===== src/rtl/branch_predictor.sv =====
// -----------------------------------------------------------------------------
// branch_predictor
//
// Dynamic branch predictor placed at the fetch/execute boundary. It holds a
// direct-mapped table of 2-bit saturating counters with branch targets.
//
//   Fetch side (combinational, same cycle):
//     if_pc           - fetch PC to look up
//     pred_taken      - predicted direction for if_pc
//     pred_target     - predicted next PC for if_pc (if_pc+4 when not taken)
//
//   Execute side (one resolved conditional branch per cycle at most):
//     upd_valid       - a resolved branch is present this cycle
//     upd_pc          - PC of the resolved branch
//     upd_taken       - resolved direction
//     upd_target      - computed branch target
//     upd_pred_taken  - direction that was predicted for this branch
//     upd_pred_target - next PC that was predicted for this branch
//     mispredict      - flush request for this update (combinational)
//     redirect_pc     - correct next PC, meaningful when mispredict=1
//
//   Performance:
//     perf_branches    - count of resolved branches (wraps)
//     perf_mispredicts - count of mispredicts (wraps)
//
// Reset is synchronous and active-low (rst_n). Lookups read the registered
// table only, so an update is visible to fetch from the following cycle.
// -----------------------------------------------------------------------------
module branch_predictor #(
    parameter int INDEX_BITS = 6,
    parameter int TAG_BITS   = 8
) (
    input  logic        clk,
    input  logic        rst_n,
    input  logic [31:0] if_pc,
    output logic        pred_taken,
    output logic [31:0] pred_target,
    input  logic        upd_valid,
    input  logic [31:0] upd_pc,
    input  logic        upd_taken,
    input  logic [31:0] upd_target,
    input  logic        upd_pred_taken,
    input  logic [31:0] upd_pred_target,
    output logic        mispredict,
    output logic [31:0] redirect_pc,
    output logic [31:0] perf_branches,
    output logic [31:0] perf_mispredicts
);

    localparam int ENTRIES = 1 << INDEX_BITS;
    localparam int TAG_LO  = INDEX_BITS + 2;
    localparam int TAG_HI  = INDEX_BITS + TAG_BITS + 1;

    // Counter encoding: 00 strong NT, 01 weak NT, 10 weak T, 11 strong T.
    localparam logic [1:0] CTR_WEAK_NT = 2'b01;
    localparam logic [1:0] CTR_WEAK_T  = 2'b10;

    logic                valid_q  [ENTRIES];
    logic [TAG_BITS-1:0] tag_q    [ENTRIES];
    logic [1:0]          ctr_q    [ENTRIES];
    logic [31:0]         target_q [ENTRIES];

    // -------------------------------------------------------------------------
    // Fetch-side lookup
    // -------------------------------------------------------------------------
    logic [INDEX_BITS-1:0] if_idx;
    logic [TAG_BITS-1:0]   if_tag;
    logic                  if_hit;

    assign if_idx      = if_pc[INDEX_BITS+1:2];
    assign if_tag      = if_pc[TAG_HI:TAG_LO];
    assign if_hit      = valid_q[if_idx] && (tag_q[if_idx] == if_tag);
    assign pred_taken  = if_hit && ctr_q[if_idx][1];
    assign pred_target = pred_taken ? target_q[if_idx] : if_pc + 32'd4;

    // -------------------------------------------------------------------------
    // Execute-side resolution
    // -------------------------------------------------------------------------
    logic [INDEX_BITS-1:0] upd_idx;
    logic [TAG_BITS-1:0]   upd_tag;
    logic                  upd_hit;

    assign upd_idx = upd_pc[INDEX_BITS+1:2];
    assign upd_tag = upd_pc[TAG_HI:TAG_LO];
    assign upd_hit = valid_q[upd_idx] && (tag_q[upd_idx] == upd_tag);

    // A taken branch whose predicted target differs is a mispredict even
    // when the direction was right; a not-taken branch has no target to miss.
    assign mispredict  = upd_valid &&
                         ((upd_taken != upd_pred_taken) ||
                          (upd_taken && (upd_target != upd_pred_target)));
    assign redirect_pc = upd_taken ? upd_target : upd_pc + 32'd4;

    // PC bits outside the index/tag fields (byte offset, high bits) are
    // intentionally ignored by the table.
    logic unused_pc_bits;
    assign unused_pc_bits = ^{if_pc, upd_pc};

    // -------------------------------------------------------------------------
    // Table training and performance counters
    // -------------------------------------------------------------------------
    // NOTE: the table is a register array, not a RAM macro, because every
    // entry must return to a known state on reset; the loop clears all of it.
    // NOTE: all state here uses non-blocking assignments so the lookup above
    // always sees pre-edge contents, giving the required no-bypass behaviour.
    always_ff @(posedge clk) begin
        if (!rst_n) begin
            for (int i = 0; i < ENTRIES; i++) begin
                valid_q[i]  <= 1'b0;
                tag_q[i]    <= '0;
                ctr_q[i]    <= CTR_WEAK_NT;
                target_q[i] <= '0;
            end
            perf_branches    <= '0;
            perf_mispredicts <= '0;
        end else if (upd_valid) begin
            perf_branches <= perf_branches + 32'd1;
            if (mispredict) begin
                perf_mispredicts <= perf_mispredicts + 32'd1;
            end

            if (upd_hit) begin
                if (upd_taken) begin
                    if (ctr_q[upd_idx] != 2'b11) begin
                        ctr_q[upd_idx] <= ctr_q[upd_idx] + 2'd1;
                    end
                    target_q[upd_idx] <= upd_target;
                end else if (ctr_q[upd_idx] != 2'b00) begin
                    ctr_q[upd_idx] <= ctr_q[upd_idx] - 2'd1;
                end
            end else if (upd_taken) begin
                // Allocate on a taken miss, evicting whatever aliased here.
                // Not-taken misses leave the table alone.
                valid_q[upd_idx]  <= 1'b1;
                tag_q[upd_idx]    <= upd_tag;
                ctr_q[upd_idx]    <= CTR_WEAK_T;
                target_q[upd_idx] <= upd_target;
            end
        end
    end

endmodule

===== config.mk =====
export PLATFORM = sky130hd
export DESIGN_NAME = branch_predictor
export DESIGN_NICKNAME = d
export VERILOG_FILES = /design/src/rtl/branch_predictor.sv
export SDC_FILE = /design/constraint.sdc
export NUM_CORES = 2
export LEC_CHECK = 0
export BUFFER_PORTS_ARGS = -buffer_cell sky130_fd_sc_hd__buf_4
export CORE_MARGIN = 4
export CORE_UTILIZATION = 55
export DETAILED_ROUTE_END_ITERATION = 6
export PLACE_DENSITY_LB_ADDON = 0.15
export SYNTH_ARGS = -nofsm -noshare
export SYNTH_HDL_FRONTEND = slang
export SYNTH_SLANG_ARGS = --single-unit
export TNS_END_PERCENT = 30

===== constraint.sdc =====
create_clock -name clk -period 6.5 [get_ports clk]
set_input_delay 0.65 -clock clk [delete_from_list [all_inputs] [get_ports clk]]
set_output_delay 0.65 -clock clk [all_outputs]
set_load 0.01 [all_outputs]

==> flow_results.xml <==
<?xml version="1.0" encoding="UTF-8"?>
<metrics>
  <group name="sta">
    <metric name="finalSetupViolations" unit="">0</metric>
    <metric name="worst_pin_slew" unit="ns">1.33</metric>
    <metric name="final_tns_setup" unit="ns">0</metric>
    <metric name="finClkSkew" unit="ns">0.0528</metric>
    <metric name="min_period_over_period" unit="">0.936</metric>
    <metric name="max-slew-margin-rel" unit="">0.107</metric>
    <metric name="top_achievable_clock_speed" unit="MHz">164</metric>
    <metric name="rsz0062_at_grt" unit="">false</metric>
    <metric name="final_period_minus_worst_setup_slack" unit="ns">6.08</metric>
    <metric name="timing.final.max_slew_violations" unit="">0</metric>
    <metric name="finalHoldViolCount" unit="">0</metric>
  </group>
  <group name="logic_synthesis">
    <metric name="synth_fp_nets" unit="">9335</metric>
    <metric name="total_of_warnings_raised_by_yosys" unit="">0</metric>
    <metric name="syn_area" unit="sq mm">0.134</metric>
    <metric name="synth.top_cells.by_area" unit="">edfxtp_1 (60%), mux4_2 (15%), and2_1 (9.8%)</metric>
    <metric name="synth_ff_type" unit="">edfxtp_1</metric>
    <metric name="async_reset_ff_frac" unit="">0</metric>
    <metric name="synth_seq_cells" unit="">2816</metric>
    <metric name="cells_after_synth" unit="">9198</metric>
    <metric name="synth_most_common_cell" unit="">edfxtp_1</metric>
    <metric name="seq_area_frac_synth" unit="">0.620</metric>
    <metric name="synth.top_cells.by_count" unit="">edfxtp_1 (2,688), and2_1 (2,103), mux4_2 (875), clkbuf_1 (704), nor2_1 (531)</metric>
    <metric name="synth_top_cell_by_area" unit="">edfxtp_1</metric>
    <metric name="synth_edf_count" unit="">2688</metric>
    <metric name="synth_cell_types" unit="">76</metric>
    <metric name="synthDominantCellAreaShare" unit="">0.600</metric>
    <metric name="synthesis.area_per_instance" unit="sq um">14.6</metric>
  </group>
  <group name="floorplan">
    <metric name="die_width" unit="um">502</metric>
    <metric name="die_height" unit="um">502</metric>
    <metric name="design.die.area" unit="sq mm">0.252</metric>
    <metric name="initial_utilization" unit="">0.553</metric>
    <metric name="ios" unit="">263</metric>
    <metric name="placeableCoreArea" unit="sq mm">0.243</metric>
    <metric name="floorplan.rows" unit="">181</metric>
  </group>
  <group name="worst_setup_path">
    <metric name="worst-endpoint-required" unit="ns">5.85</metric>
    <metric name="cp_num_buf_inv" unit="">4</metric>
    <metric name="crit_fanout" unit="">46</metric>
    <metric name="crit_cells" unit="">13</metric>
    <metric name="worst-endpoint-arrival" unit="ns">5.43</metric>
    <metric name="path_delay_family" unit="">multiplexers</metric>
    <metric name="crit_chain" unit="">buf_8 -&gt; buf_4 -&gt; mux4_2 -&gt; mux4_2 -&gt; o21ai_0 -&gt; nand2_1 -&gt; xor2_1 -&gt; nor2_1 -&gt; nand2_1 -&gt; or3_2 -&gt; buf_4 -&gt; mux2_1 -&gt; buf_4</metric>
    <metric name="cp_common_cell" unit="">buf_4</metric>
    <metric name="crit-reg2reg-launch" unit="">tag_q[31][0]</metric>
    <metric name="crit_start" unit="">if_pc[2]</metric>
    <metric name="critical_path.slowest_cell" unit="">o21ai_0</metric>
    <metric name="timing.setup.critical_path_class" unit="">input port to output pin</metric>
    <metric name="critical-path-max-stage-delay" unit="ns">0.77</metric>
    <metric name="worst_r2r_endpoint" unit="">tag_q[15][2]</metric>
    <metric name="reg2reg_slack" unit="ns">1.38</metric>
    <metric name="critical_path.startpoint_type" unit="">input port</metric>
    <metric name="endpoint_kind" unit="">output pin</metric>
    <metric name="cp-endpoint" unit="">pred_target[0]</metric>
    <metric name="r2r_cells" unit="">10</metric>
  </group>
  <group name="layout">
    <metric name="area_delta_synth_final" unit="%">11.6</metric>
    <metric name="layout-drive-gt1-share" unit="">0.229</metric>
    <metric name="num-nets-final" unit="">9349</metric>
  </group>
  <group name="clock_tree">
    <metric name="cts.repair.resized" unit="">0</metric>
    <metric name="cts.htree.levels" unit="">5</metric>
    <metric name="post-cts-setup-buffer-count" unit="">0</metric>
    <metric name="cts_inserted_buffers" unit="">312</metric>
    <metric name="tritoncts_clock_tree" unit="">done</metric>
    <metric name="cts.root.buffer_cell" unit="">clkbuf_16</metric>
    <metric name="cts_num_sinks" unit="">2816</metric>
    <metric name="cts-hold-fix-buffers" unit="">0</metric>
    <metric name="cts.path.max_buffers" unit="">4</metric>
    <metric name="worst_skew_pair.late_latency" unit="ns">0.97</metric>
    <metric name="clk_transition_reported_paths" unit="ns">0.05</metric>
  </group>
  <group name="route">
    <metric name="drt_iter0_drc" unit="">14300</metric>
    <metric name="postRouteAntennaNets" unit="">0</metric>
    <metric name="routedWlPerCell" unit="um">35.9</metric>
    <metric name="firstDrtPassIters" unit="">7</metric>
    <metric name="vias" unit="">85900</metric>
    <metric name="wirelength" unit="um">455000</metric>
    <metric name="routed_via_density" unit="">6.78</metric>
    <metric name="detail_route.drc_violations" unit="">0</metric>
  </group>
  <group name="flow_run">
    <metric name="drv.max_cap_violation_count" unit="">0</metric>
  </group>
  <group name="pwr">
    <metric name="combPwrFrac" unit="">0.096</metric>
    <metric name="power.static_leakage" unit="nW">50.4</metric>
    <metric name="share_clk_of_total_power" unit="">0.400</metric>
    <metric name="p_int" unit="mW">31.8</metric>
    <metric name="total_power" unit="mW">41.7</metric>
    <metric name="power-per-cell-area" unit="mW/mm^2">278</metric>
    <metric name="power.switching_fraction" unit="">0.238</metric>
    <metric name="p_switching" unit="mW">9.93</metric>
    <metric name="share_seq_of_total_power" unit="">0.505</metric>
    <metric name="power.ir.vdd_worst" unit="mV">0.216</metric>
  </group>
  <group name="min_path">
    <metric name="min_delay_worst_type" unit="">input port to flip-flop</metric>
  </group>
  <group name="global_route">
    <metric name="pin_count_of_the_biggest_net_entering_global_routing" unit="">130</metric>
    <metric name="grt_first_pass_wirelength" unit="um">637000</metric>
    <metric name="antenna_found_initial" unit="">46</metric>
    <metric name="grt_overflow" unit="">0</metric>
    <metric name="first_global_vias" unit="">84900</metric>
    <metric name="global_route.usage.total" unit="">0.359</metric>
  </group>
  <group name="placed_design">
    <metric name="hpwlAfterDp" unit="um">275000</metric>
    <metric name="place.gp.congestion" unit="">1.01</metric>
    <metric name="numPortBuffers" unit="">262</metric>
  </group>
  <group name="run_status">
    <metric name="result_of_the_run" unit="">complete, no violations</metric>
  </group>
</metrics>
==> worst register-to-register path: stages, from the launching register on <==
cell	delay (ns)
edfxtp_1	0.50
mux4_2	0.50
mux2i_1	0.58
o22ai_1	0.39
a211o_1	0.33
or4_1	0.52
xnor2_1	0.23
nor2_1	0.11
nand3_1	0.29
nand2_8	0.25
o21ai_0	1.06
==> worst min-delay path by stage <==
| stage | start | endpoint | slack, ns | cells after the start |
|---|---|---|---|---|
| 2_1_floorplan | valid_q[33] | valid_q[33] | 0.44 | 2 |
| 3_3_place_gp | valid_q[40] | valid_q[40] | 0.46 | 2 |
| 3_5_place_dp | valid_q[27] | valid_q[27] | 0.47 | 2 |
| 4_1_cts | upd_valid | perf_branches[1] | 0.16 | 3 |
| 5_1_grt | upd_valid | perf_branches[1] | 0.23 | 3 |
| 6_report | upd_valid | perf_branches[1] | 0.22 | 3 |
==> layer usage <==
| metal | vias up | track usage | wire length (um) |
|---|---|---|---|
| li1 | 34400 | - | - |
| met1 | 43900 | 0.481 | 161000 |
| met2 | 6384 | 0.542 | 206000 |
| met3 | 1245 | 0.0991 | 59500 |
| met4 | 12 | 0.189 | 28600 |
| met5 | - | 0 | 329 |
==> flip-flops by register name (all words and copies together) (netlist names) <==
signal / flops
ctr_q: 128
perf_branches: 32
perf_mispredicts: 32
tag_q: 512
target_q: 2048
valid_q: 64
==> power groups by stage <==
stage | Clock (mW) | Combinational, mW | Sequential [mW]
detailed placement | 0 | 3.90 | 21.4
finish | 16.7 | 3.99 | 21.0
floorplan | 0 | 2.24 | 21.3
global placement | 0 | 3.87 | 21.3
global route | 17.5 | 4.07 | 21.1
CTS | 16.8 | 3.91 | 21.0
==> per-stage QoR <==
step / setup WS (ns) / instance area, sq um / hold WS [ns] / cells / utilization
global placement: 0.670 / 141000 / 0.461 / 12100 / 0.578
finish: 0.419 / 150000 / 0.220 / 12700 / 0.617
global route: 0.378 / 150000 / 0.227 / 12600 / 0.617
floorplan: 1.62 / 134000 / 0.438 / 9198 / -
detailed placement: 0.625 / 141000 / 0.471 / 12100 / 0.578
CTS: 0.660 / 150000 / 0.161 / 12600 / 0.616
==> cell families (layout without fill, tap and decap cells) <==
family                   Yosys count  after routing  share of synthesized area
flip-flops                      2816           2816                      0.620
adder cells (fa/ha/maj)            4              4                   0.000372
XOR/XNOR                         146            146                    0.00951
buffers and inverters            964           1190                     0.0313
multiplexers                    1050           1050                      0.161
AND/OR/NAND/NOR                 3509           3509                      0.145
AO/OA/AOI/OAI                    709            709                     0.0336
other                              0             39                          0
==> area by class of cell <==
| type | instances | area [sq um] |
|---|---|---|
| diodes | 39 | 97.6 |
| clock buffers | 399 | 8280 |
| clock inverters | 127 | 1030 |
| fillers | 18000 | 93200 |
| inverters | 28 | 105 |
| multi-input cells | 5418 | 48000 |
| flip-flops and latches | 2816 | 83300 |
| well taps | 3202 | 4010 |
| repair buffers | 636 | 5190 |
==> layout by cell type, fill, tap and decap left out, types with 26 or more instances in the layout <==
cell type / instances
edfxtp_1: 2688
and2_1: 2103
mux4_2: 875
buf_4: 599
nor2_1: 465
nand2_1: 374
clkbuf_16: 317
o21ai_0: 285
nor3_1: 158
nand3_1: 154
dfxtp_1: 128
mux2i_1: 115
xnor2_1: 85
clkbuf_1: 78
a221oi_1: 66
a22oi_1: 64
o21ai_4: 64
xor2_1: 61
clkinv_1: 57
nor2_2: 49
clkinv_2: 42
a21oi_1: 41
diode_2: 39
mux2_2: 31
nand4_1: 30
buf_12: 30
mux2_4: 28
o22ai_1: 27
a22o_1: 26
No activity file was read; power rests on OpenSTA's default activity.
